==> src/rtl/id_ex_hazard_stage.sv <==
// ID/EX pipeline register for the RV32I 5-stage core with load-use hazard
// detection, bubble/flush insertion and a saturating bubble counter.
module id_ex_hazard_stage #(
  parameter int REG_DATA_WIDTH     = 32,
  parameter int REGFILE_ADDR_WIDTH = 5,
  parameter int ALU_CTRL_WIDTH     = 4,
  parameter int CNT_WIDTH          = 16
) (
  input  logic                          Clk,
  input  logic                          Reset_n,
  input  logic                          ID_valid,
  input  logic [REGFILE_ADDR_WIDTH-1:0] ID_Rs1_addr,
  input  logic [REGFILE_ADDR_WIDTH-1:0] ID_Rs2_addr,
  input  logic [REGFILE_ADDR_WIDTH-1:0] ID_Rd_addr,
  input  logic                          ID_Rs1_used,
  input  logic                          ID_Rs2_used,
  input  logic [REG_DATA_WIDTH-1:0]     ID_Rs1_data,
  input  logic [REG_DATA_WIDTH-1:0]     ID_Rs2_data,
  input  logic [REG_DATA_WIDTH-1:0]     ID_Imm,
  input  logic [REG_DATA_WIDTH-1:0]     ID_PC,
  input  logic [1:0]                    ID_ALU_source_sel,
  input  logic [ALU_CTRL_WIDTH-1:0]     ID_ALU_ctrl,
  input  logic                          ID_RegFile_wr_en,
  input  logic                          ID_Mem_rd_en,
  input  logic                          ID_Mem_wr_en,
  input  logic                          EX_Flush,
  input  logic                          Mem_busy,
  output logic                          Stall,
  output logic                          EX_valid,
  output logic [REGFILE_ADDR_WIDTH-1:0] EX_Rs1_addr,
  output logic [REGFILE_ADDR_WIDTH-1:0] EX_Rs2_addr,
  output logic [REGFILE_ADDR_WIDTH-1:0] EX_Rd_addr,
  output logic [REG_DATA_WIDTH-1:0]     EX_Rs1_data,
  output logic [REG_DATA_WIDTH-1:0]     EX_Rs2_data,
  output logic [REG_DATA_WIDTH-1:0]     EX_Imm,
  output logic [REG_DATA_WIDTH-1:0]     EX_PC,
  output logic [1:0]                    EX_ALU_source_sel,
  output logic [ALU_CTRL_WIDTH-1:0]     EX_ALU_ctrl,
  output logic                          EX_RegFile_wr_en,
  output logic                          EX_Mem_rd_en,
  output logic                          EX_Mem_wr_en,
  output logic [CNT_WIDTH-1:0]          Bubble_cnt
);

  typedef struct packed {
    logic                          valid;
    logic [REGFILE_ADDR_WIDTH-1:0] rs1_addr;
    logic [REGFILE_ADDR_WIDTH-1:0] rs2_addr;
    logic [REGFILE_ADDR_WIDTH-1:0] rd_addr;
    logic [REG_DATA_WIDTH-1:0]     rs1_data;
    logic [REG_DATA_WIDTH-1:0]     rs2_data;
    logic [REG_DATA_WIDTH-1:0]     imm;
    logic [REG_DATA_WIDTH-1:0]     pc;
    logic [1:0]                    alu_src_sel;
    logic [ALU_CTRL_WIDTH-1:0]     alu_ctrl;
    logic                          rf_wr_en;
    logic                          mem_rd_en;
    logic                          mem_wr_en;
  } ex_t;

  ex_t                  ex_q, ex_d;
  logic [CNT_WIDTH-1:0] cnt_q, cnt_d;
  logic                 load_use;
  logic                 rs1_hit, rs2_hit;

  // A load into x0 writes nothing, so it can never be a hazard source.
  assign rs1_hit  = ID_Rs1_used && (ex_q.rd_addr == ID_Rs1_addr);
  assign rs2_hit  = ID_Rs2_used && (ex_q.rd_addr == ID_Rs2_addr);
  assign load_use = ex_q.valid && ex_q.mem_rd_en && (ex_q.rd_addr != '0) &&
                    ID_valid && (rs1_hit || rs2_hit);
  assign Stall    = (load_use && !EX_Flush) || Mem_busy;

  always_comb begin
    ex_d  = ex_q;
    cnt_d = cnt_q;
    if (Mem_busy) begin
      ex_d  = ex_q;
    end else if (EX_Flush) begin
      ex_d  = '0;
    end else if (load_use) begin
      ex_d = '0;
      if (cnt_q != '1) cnt_d = cnt_q + CNT_WIDTH'(1);
    end else begin
      ex_d.valid       = ID_valid;
      ex_d.rs1_addr    = ID_Rs1_addr;
      ex_d.rs2_addr    = ID_Rs2_addr;
      ex_d.rd_addr     = ID_Rd_addr;
      ex_d.rs1_data    = ID_Rs1_data;
      ex_d.rs2_data    = ID_Rs2_data;
      ex_d.imm         = ID_Imm;
      ex_d.pc          = ID_PC;
      ex_d.alu_src_sel = ID_ALU_source_sel;
      ex_d.alu_ctrl    = ID_ALU_ctrl;
      // Control enables of an empty decode slot must not reach EX.
      ex_d.rf_wr_en    = ID_valid && ID_RegFile_wr_en;
      ex_d.mem_rd_en   = ID_valid && ID_Mem_rd_en;
      ex_d.mem_wr_en   = ID_valid && ID_Mem_wr_en;
    end
  end

  always_ff @(posedge Clk or negedge Reset_n) begin
    if (!Reset_n) begin
      ex_q  <= '0;
      cnt_q <= '0;
    end else begin
      ex_q  <= ex_d;
      cnt_q <= cnt_d;
    end
  end

  assign EX_valid          = ex_q.valid;
  assign EX_Rs1_addr       = ex_q.rs1_addr;
  assign EX_Rs2_addr       = ex_q.rs2_addr;
  assign EX_Rd_addr        = ex_q.rd_addr;
  assign EX_Rs1_data       = ex_q.rs1_data;
  assign EX_Rs2_data       = ex_q.rs2_data;
  assign EX_Imm            = ex_q.imm;
  assign EX_PC             = ex_q.pc;
  assign EX_ALU_source_sel = ex_q.alu_src_sel;
  assign EX_ALU_ctrl       = ex_q.alu_ctrl;
  assign EX_RegFile_wr_en  = ex_q.rf_wr_en;
  assign EX_Mem_rd_en      = ex_q.mem_rd_en;
  assign EX_Mem_wr_en      = ex_q.mem_wr_en;
  assign Bubble_cnt        = cnt_q;

endmodule

==> config.mk <==
export PLATFORM = sky130hd
export DESIGN_NAME = id_ex_hazard_stage
export DESIGN_NICKNAME = d
export VERILOG_FILES = /design/src/rtl/id_ex_hazard_stage.sv
export SDC_FILE = /design/constraint.sdc
export NUM_CORES = 1
export LEC_CHECK = 0
export BUFFER_PORTS_ARGS = -buffer_cell sky130_fd_sc_hd__clkbuf_2
export CORE_MARGIN = 4
export CORE_UTILIZATION = 34
export DETAILED_ROUTE_END_ITERATION = 10
export SETUP_SLACK_MARGIN = 0.15
export SYNTH_ARGS = -nofsm -noshare
export SYNTH_HDL_FRONTEND = slang
export SYNTH_SLANG_ARGS = --single-unit
==> constraint.sdc <==
create_clock -name Clk -period 2.2 [get_ports Clk]
set_input_delay 0 -clock Clk [delete_from_list [all_inputs] [get_ports Clk]]
set_output_delay 0 -clock Clk [all_outputs]
set_load 0.005 [all_outputs]
==> results.json, run 1 <==
{
  "ir_drop_uv": 444,
  "max_cap_violations": 0,
  "die-area_um2": 20800,
  "grt_setup_unrepaired": "no",
  "seq_area_frac_synth_pct": 67.1,
  "cts_max_level": 4,
  "seqPwrFrac_pct": 46.4,
  "p_leak_nw": 5.46,
  "setup_violations": 0,
  "synthFlopType": "dfrtp_1",
  "r2r_end": "EX_Rs1_data[6]",
  "yosysTopAreaCell": "dfrtp_1",
  "cts_made_buffers": 17,
  "min_path_cells": 4,
  "ant_nets": 0,
  "setup_slack_ps": 294,
  "p_int_mw": 5.55,
  "hold_viol_final": 0,
  "ys_ff_latch": 169,
  "fmax_mhz": 525,
  "crit_path_max_fanout": 14,
  "root_buffer": "clkbuf_16",
  "final_nets": 1079,
  "yosys-top-cells-count": "dfrtp_1, a22o_1, clkbuf_1",
  "insertion_delay_ps": 410,
  "fin_util_pct": 57.4,
  "netlist_instances": 434,
  "dieHeight_um": 144,
  "start_kind": "flop",
  "wl_um": 21300,
  "grt_pass1_vias": 6176,
  "tns_ps": 0,
  "powerDensity_nw_per_um2": 720,
  "die_width_um": 144,
  "synth_cell_types": 25,
  "r2r_setup_slack_ps": 290,
  "grt.total_usage_pct": 19.6,
  "finalCritPeriodShare_pct": 86.7,
  "avgSynthCellArea_um2": 14.5,
  "port_buffers": 328,
  "synth_edf_count": 0,
  "drtIter0Drc": 226,
  "ys_warn_count": 0,
  "dr.pass1.iters": 4,
  "period_needed_ps": 1910,
  "power.net_switching_mw": 1.93,
  "routed_via_density": 4.93,
  "timing.rr.start": "EX_Rd_addr[1]",
  "clk_pin_slew_ps": 70,
  "ff2ff_path_depth": 7,
  "hold_end": "Bubble_cnt[1]",
  "required_ps": 2500,
  "place.gp.congestion": 0.839,
  "wl_per_cell_um": 18.4,
  "syn2layout_area_growth_pct": 64.8,
  "grt_overflow": 0,
  "core_area_um2": 18100,
  "combPwrFrac_pct": 14.7,
  "pwr-share-clk_pct": 38.9,
  "synth_fp_nets": 594,
  "grt_pass1_wl_um": 32100,
  "antenna_found_initial": 0,
  "crit_arrival_ps": 2200,
  "holdCritStartpoint": "EX_Flush",
  "cts_tree": "built",
  "synth_top_area_share_pct": 67.1,
  "dr_total_vias": 5732,
  "clock-sinks": 169,
  "hp-class": "in -> reg",
  "netlist_area_um2": 6300,
  "status": "complete, no violations",
  "critPathKind": "reg -> reg",
  "finalMaxSlewViolations": 0,
  "cp-end-kind": "flop",
  "pre_cts_slack_ps": 164,
  "clock_skew_ps": 8.97,
  "dp.cells": 968,
  "grt_max_degree": 155,
  "post-route-drc-count": 0,
  "instances_no_fill": 1162,
  "async_reset_ff_share_pct": 100,
  "switching_share_pct": 25.8,
  "yosysMostFrequentCell": "dfrtp_1",
  "worst_pin_slew_ps": 793,
  "hpwlAfterDp_um": 13700,
  "num_rows": 49,
  "clockBufferDepth": 2,
  "io_pins": 329,
  "drive_gt1_share_pct": 41.7,
  "slew_headroom_pct": 47.1,
  "synthTopCellsByArea": "dfrtp_1, a22o_1, xor2_1",
  "start_util_pct": 34.8
}
cell type report:
cell class | instances | area [µm²]
repair buffers | 499 | 3400
well taps | 229 | 287
fillers | 1447 | 7700
flip-flops and latches | 169 | 4230
diodes | 1 | 2.50
inverters | 1 | 3.75
multi-input cells | 231 | 1890
clock inverters | 14 | 138
clock buffers | 18 | 429
sequential cells by signal, summed over array words and instances, names as in the netlist:
name,cells
EX_ALU_ctrl,4
EX_PC,32
EX_Rd_addr,5
EX_ALU_source_sel,2
EX_Rs2_addr,5
EX_valid,1
EX_Mem_rd_en,1
EX_RegFile_wr_en,1
EX_Rs1_addr,5
Bubble_cnt,16
EX_Mem_wr_en,1
EX_Imm,32
EX_Rs1_data,32
EX_Rs2_data,32
metal layers:
metal / up-vias / track usage (%) / wire [µm]
li1: 2620 / - / -
met1: 2795 / 23.9 / 8770
met2: 265 / 32.1 / 10300
met3: 52 / 6.65 / 1620
met4: 0 / 7.93 / 624
met5: - / 0 / 0
per-stage QoR:
step                      hold WS (ps)  power [mW]  area (µm²)
after floorplan                   -296        3.83        6300
after global placement            37.8        4.36        8190
after detailed placement          55.3        4.38        8190
after CTS                         39.0        7.55       10300
after global routing               148        7.81       10400
final                              111        7.47       10400
power groups by stage:
stage          clock, mW  combinational (mW)  sequential [mW]
2_1_floorplan          0               0.315             3.52
3_3_place_gp           0               0.845             3.51
3_5_place_dp           0               0.870             3.51
4_1_cts             3.00                1.09             3.46
5_1_grt             3.12                1.20             3.49
6_report            2.91                1.10             3.47
placed cells by master (no fill, tap or decap), types with 5 or more instances in the layout:
master and n:
buf_4 11, buf_12 6, xnor2_1 9, nor2_1 11, clkbuf_16 17, nor3_1 5, dlygate4sd3_1 154, dfrtp_1 167
xor2_1 14, a22o_1 150, nand2_1 13, clkbuf_2 326
kinds of logic (layout without fill, tap and decap cells):
| family | after synthesis | count (layout) | synth area share, % |
|---|---|---|---|
| other | 0 | 1 | 0 |
| DFF | 169 | 169 | 67.1 |
| and+or+nand+nor | 45 | 47 | 3.38 |
| muxes | 1 | 1 | 0.179 |
| buffers and inverters | 36 | 532 | 3.50 |
| xor gates and xnor gates | 25 | 25 | 3.48 |
| AOI/OAI and AO/OA | 157 | 157 | 22.1 |
| adders and majority gates | 1 | 1 | 0.199 |
worst max-delay path, stage by stage, from the launching register on:
cell     delay [ps]
dfrtp_2         470
xnor2_1         180
nand4_1         130
o22ai_2         250
nand2_2         110
buf_4           160
and2_2          270
a22o_1          220
timing repair:
| action | in CTS | in global routing |
|---|---|---|
| setup endpoints to repair | 0 | 130 |
| buffers inserted | 0 | 5 |
| resized for setup | 0 | 7 |
| endpoints found under the hold margin | 218 | 0 |
| hold buffers | 154 | 0 |
how the worst max path moves through the flow:
stage                  start             end  slack [ps]  cells past startpoint
6_report       EX_Rd_addr[1]  EX_Rs1_data[6]         290                      7
5_1_grt        EX_Rd_addr[1]   Bubble_cnt[6]         160                      7
3_3_place_gp   EX_Rd_addr[4]   EX_Rd_addr[2]         180                      7
4_1_cts        EX_Rd_addr[4]       EX_Imm[0]         150                      7
2_1_floorplan  Bubble_cnt[0]   Bubble_cnt[1]         330                      5
3_5_place_dp   EX_Rd_addr[4]  EX_Rs2_data[9]         160                      7
Power figures use the tool's default switching activity.
==> inputs of run 2 (changes only) <==
--- a/constraint.sdc
+++ b/constraint.sdc
@@ -3,2 +3,2 @@
 set_output_delay 0 -clock Clk [all_outputs]
-set_load 0.005 [all_outputs]
+set_load 0.01 [all_outputs]
==> results.json, run 2 (synthesized netlist as in run 1, its figures left out) <==
{
  "status": "complete, no violations",
  "design_area_um2": 10400,
  "dr_total_vias": 5695,
  "hold_end": "Bubble_cnt[1]",
  "grt_pass1_wl_um": 32100,
  "crit_family": "simple AND/OR/NAND/NOR gates",
  "setup_slack_ps": 226,
  "wl_met2_um": 10400,
  "grt_overflow": 0,
  "core_area_um2": 18100,
  "antenna_found_initial": 0,
  "die-area_um2": 20800,
  "min_path_cells": 4,
  "port_buffers": 328,
  "dr.pass1.iters": 4,
  "seqPwrFrac_pct": 45.8,
  "place.gp.congestion": 0.839,
  "routed_via_density": 4.91,
  "hold_viol_final": 0,
  "wl_per_cell_um": 18.3,
  "dieHeight_um": 144,
  "worst_pin_slew_ps": 778,
  "powerDensity_nw_per_um2": 729,
  "clk_pin_slew_ps": 70,
  "root_buffer": "clkbuf_16",
  "fin_util_pct": 57.4,
  "timing.rr.start": "EX_Rd_addr[4]",
  "critPathKind": "reg -> reg",
  "layout_commonest_cell": "clkbuf_2",
  "wl_met3_um": 1570,
  "clock_skew_ps": 9.69,
  "slowest_delay_ps": 460,
  "p_int_mw": 5.55,
  "hp-class": "in -> reg",
  "period_needed_ps": 1970,
  "clockBufferDepth": 2,
  "crit_path_max_fanout": 39,
  "cts_made_buffers": 17,
  "required_ps": 2490,
  "placed_cell_area_um2": 8190,
  "slowest_stage": "dfrtp_2",
  "io_pins": 329,
  "p_leak_nw": 5.45,
  "fmax_mhz": 506,
  "r2r_end": "EX_Rs1_data[27]",
  "start_util_pct": 34.8,
  "crit_arrival_ps": 2260,
  "hold_ws_ps": 147,
  "crit_chain": "xnor2_2 > nand4_1 > o22ai_2 > nand2_2 > and2_4 > buf_12 > a22o_1",
  "start_kind": "flop",
  "instances_no_fill": 1161,
  "grt_setup_unrepaired": "no",
  "final_nets": 1078,
  "highest_layer": "met4",
  "slew_headroom_pct": 48.1,
  "finalMaxSlewViolations": 0,
  "setup_violations": 0,
  "pre_cts_slack_ps": 164,
  "fillCellCount": 1444,
  "switching_share_pct": 26.6,
  "power_mw": 7.56,
  "cp-end-kind": "flop",
  "hpwlAfterDp_um": 13700,
  "drive_gt1_share_pct": 41.7,
  "syn2layout_area_growth_pct": 64.7,
  "ant_nets": 0,
  "combPwrFrac_pct": 15.7,
  "mostFrequentLayoutCells": "clkbuf_2, dfrtp_1, dlygate4sd3_1",
  "post-route-drc-count": 0,
  "r2r_setup_slack_ps": 230,
  "clock-sinks": 169,
  "cp_num_buf_inv": 1,
  "power.net_switching_mw": 2.01,
  "grt.total_usage_pct": 19.6,
  "tns_ps": 0,
  "grt_max_degree": 155,
  "grt_pass1_vias": 6176,
  "finalCritPeriodShare_pct": 89.7,
  "wl_um": 21200,
  "pwr-share-clk_pct": 38.4,
  "wl_met1_um": 8700,
  "cts_tree": "built",
  "ff2ff_path_depth": 7,
  "holdCritStartpoint": "EX_Flush",
  "die_width_um": 144,
  "dp.cells": 968,
  "insertion_delay_ps": 410,
  "drtIter0Drc": 209,
  "max_cap_violations": 0,
  "num_rows": 49,
  "cts_max_level": 4,
  "ir_drop_uv": 444
}
## run 2: what timing repair did
| action | CTS | global route |
|---|---|---|
| setup buffers | 0 | 5 |
| endpoints found under the hold margin | 218 | 0 |
| resized for setup | 0 | 7 |
| hold buffers | 154 | 0 |
| endpoints found under the setup margin | 0 | 130 |
## run 2: layout make-up
cell class              count  area (µm²)  area share, %
clock inverters            14         138           1.33
flip-flops and latches    169        4230           40.8
inverters                   1        3.75         0.0362
diodes                      1        2.50         0.0241
multi-input cells         230        1880           18.2
clock buffers              18         429           4.14
repair buffers            499        3400           32.8
well taps                 229         287           2.76
## run 2: worst max path at each step
stage | slack, ps | endpoint | cells after the start | startpoint
after floorplan | 290 | Bubble_cnt[1] | 5 | Bubble_cnt[0]
after global placement | 180 | EX_Rd_addr[2] | 7 | EX_Rd_addr[4]
after detailed placement | 160 | EX_Rs2_data[9] | 7 | EX_Rd_addr[4]
after CTS | 150 | EX_Imm[0] | 7 | EX_Rd_addr[4]
after global routing | 130 | EX_Rs1_data[27] | 7 | EX_Rd_addr[0]
final | 230 | EX_Rs1_data[27] | 7 | EX_Rd_addr[4]
## run 2: routing by layer
layer / track usage [%] / vias to the layer above
met4: 7.93 / 0
met2: 32.1 / 254
met5: 0 / -
met3: 6.65 / 46
met1: 23.9 / 2779
li1: - / 2616
## run 2: power groups by stage
stage	Combinational, mW	Clock, mW	Sequential, mW
2_1_floorplan	0.315	0	3.60
3_3_place_gp	0.932	0	3.51
3_5_place_dp	0.957	0	3.51
4_1_cts	1.17	3.00	3.46
5_1_grt	1.29	3.12	3.49
6_report	1.19	2.91	3.47
## run 2: worst register-to-register path: cells and delay by family (launching register included)
kind	cells	cell delay, ps
and+or+nand+nor	3	520
buffers and inverters	1	200
xor gates and xnor gates	1	190
DFF	1	460
AOI/OAI and AO/OA	2	480
==> inputs of run 3 (changes only) <==
RECOVER_POWER = 100   (was unset)
==> results.json, run 3 (synthesized netlist as in run 1, its figures left out) <==
{
  "hold_viol_final": 0,
  "layout_commonest_cell": "clkbuf_1",
  "hold_ws_ps": 134,
  "drtIter0Drc": 203,
  "grt_pass1_vias": 6176,
  "antenna_found_initial": 0,
  "tns_ps": 0,
  "design_area_um2": 10100,
  "powerDensity_nw_per_um2": 741,
  "num_rows": 49,
  "p_leak_nw": 4.88,
  "die-area_um2": 20800,
  "status": "complete, no violations",
  "power.net_switching_mw": 2.00,
  "clockBufferDepth": 2,
  "grt_setup_unrepaired": "no",
  "routed_via_density": 4.92,
  "cts_tree": "built",
  "syn2layout_area_growth_pct": 60.5,
  "start_util_pct": 34.8,
  "post-route-drc-count": 0,
  "start_kind": "flop",
  "slowest_stage": "dfrtp_1",
  "crit_chain": "xnor2_1 > nand4_1 > o22ai_2 > nand2_2 > and2_4 > buf_12 > a22o_1",
  "hp-class": "in -> reg",
  "critPathKind": "reg -> reg",
  "dr_total_vias": 5714,
  "root_buffer": "clkbuf_16",
  "r2r_setup_slack_ps": 180,
  "wl_um": 21300,
  "placed_cell_area_um2": 8190,
  "ir_drop_uv": 445,
  "cp-end-kind": "flop",
  "die_width_um": 144,
  "final_nets": 1078,
  "worst_pin_slew_ps": 1190,
  "max_cap_violations": 0,
  "core_area_um2": 18100,
  "pwr-share-clk_pct": 38.7,
  "finalMaxSlewViolations": 0,
  "slowest_delay_ps": 460,
  "grt_max_degree": 155,
  "grt.total_usage_pct": 19.6,
  "grt_overflow": 0,
  "hpwlAfterDp_um": 13700,
  "grt_pass1_wl_um": 32100,
  "finalCritPeriodShare_pct": 92.0,
  "slew_headroom_pct": 20.6,
  "required_ps": 2490,
  "drive_gt1_share_pct": 23.0,
  "ant_nets": 0,
  "dr.pass1.iters": 4,
  "combPwrFrac_pct": 15.0,
  "wl_per_cell_um": 18.3,
  "clock-sinks": 169,
  "crit_path_max_fanout": 39,
  "fmax_mhz": 494,
  "cp_num_buf_inv": 1,
  "clock_skew_ps": 9.76,
  "fin_util_pct": 55.9,
  "io_pins": 329,
  "dieHeight_um": 144,
  "seqPwrFrac_pct": 46.3,
  "insertion_delay_ps": 410,
  "period_needed_ps": 2020,
  "cts_made_buffers": 17,
  "place.gp.congestion": 0.839,
  "port_buffers": 328,
  "p_int_mw": 5.49,
  "clk_pin_slew_ps": 70,
  "switching_share_pct": 26.7,
  "mostFrequentLayoutCells": "clkbuf_1, dfrtp_1, clkbuf_2",
  "cts_max_level": 4,
  "crit_arrival_ps": 2310,
  "crit_family": "simple AND/OR/NAND/NOR gates",
  "setup_violations": 0
}
run 3: metal layers:
metal / vias up / global-route usage (%) / routed length [µm]
li1: 2615 / - / -
met1: 2786 / 23.9 / 8710
met2: 259 / 32.1 / 10300
met3: 54 / 6.65 / 1600
met4: 0 / 7.93 / 682
met5: - / 0 / 0
run 3: path summary, 6_finish.rpt:
| path | cells past startpoint | endpoint | from |
|---|---|---|---|
| worst max-delay path | 7 | EX_Rs1_data[27] | EX_Rd_addr[4] |
| worst max register to register | 7 | EX_Rs1_data[27] | EX_Rd_addr[4] |
| worst min-delay path | 4 | Bubble_cnt[1] | EX_Flush |
| max in group asynchronous | 3 | EX_PC[22] | Reset_n |
| min in group asynchronous | 2 | Bubble_cnt[6] | Reset_n |
| worst min register to register | 1 | EX_RegFile_wr_en | EX_RegFile_wr_en |
run 3: layout make-up:
class | instances | area [µm²]
flip-flops and latches | 169 | 4230
well taps | 229 | 287
multi-input cells | 230 | 1870
fillers | 1527 | 7980
clock buffers | 18 | 429
clock inverters | 14 | 138
inverters | 1 | 3.75
diodes | 1 | 2.50
repair buffers | 499 | 3150
run 3: repair_timing:
| action | 4_1_cts | 5_1_grt |
|---|---|---|
| hold buffers | 154 | 0 |
| endpoints found under the setup margin | 0 | 130 |
| hold endpoints to repair | 218 | 0 |
| buffers inserted | 0 | 5 |
| resized for setup | 0 | 7 |
run 3: power groups by stage:
stage          combinational, mW  sequential [mW]  clock (mW)
2_1_floorplan              0.315             3.60           0
3_3_place_gp               0.932             3.51           0
4_1_cts                     1.17             3.46        3.00
5_1_grt                     1.22             3.49        3.12
6_report                    1.12             3.46        2.90
3_5_place_dp               0.957             3.51           0
run 3: through the flow:
| stage | worst slack, ps | cells | power, mW |
|---|---|---|---|
| floorplan | 286 | 434 | 3.92 |
| global placement | 185 | 968 | 4.44 |
| CTS | 153 | 1154 | 7.64 |
| detailed placement | 164 | 968 | 4.47 |
| global route | 80.5 | 1160 | 7.83 |
| finish | 177 | 1161 | 7.49 |
run 3: worst reg2reg max path, delay by kind of cell, from the launching register on:
family | cells | cell delay [ps]
xor gates and xnor gates | 1 | 240
and+or+nand+nor | 3 | 520
AOI/OAI and AO/OA | 2 | 480
DFF | 1 | 460
buffers and inverters | 1 | 200
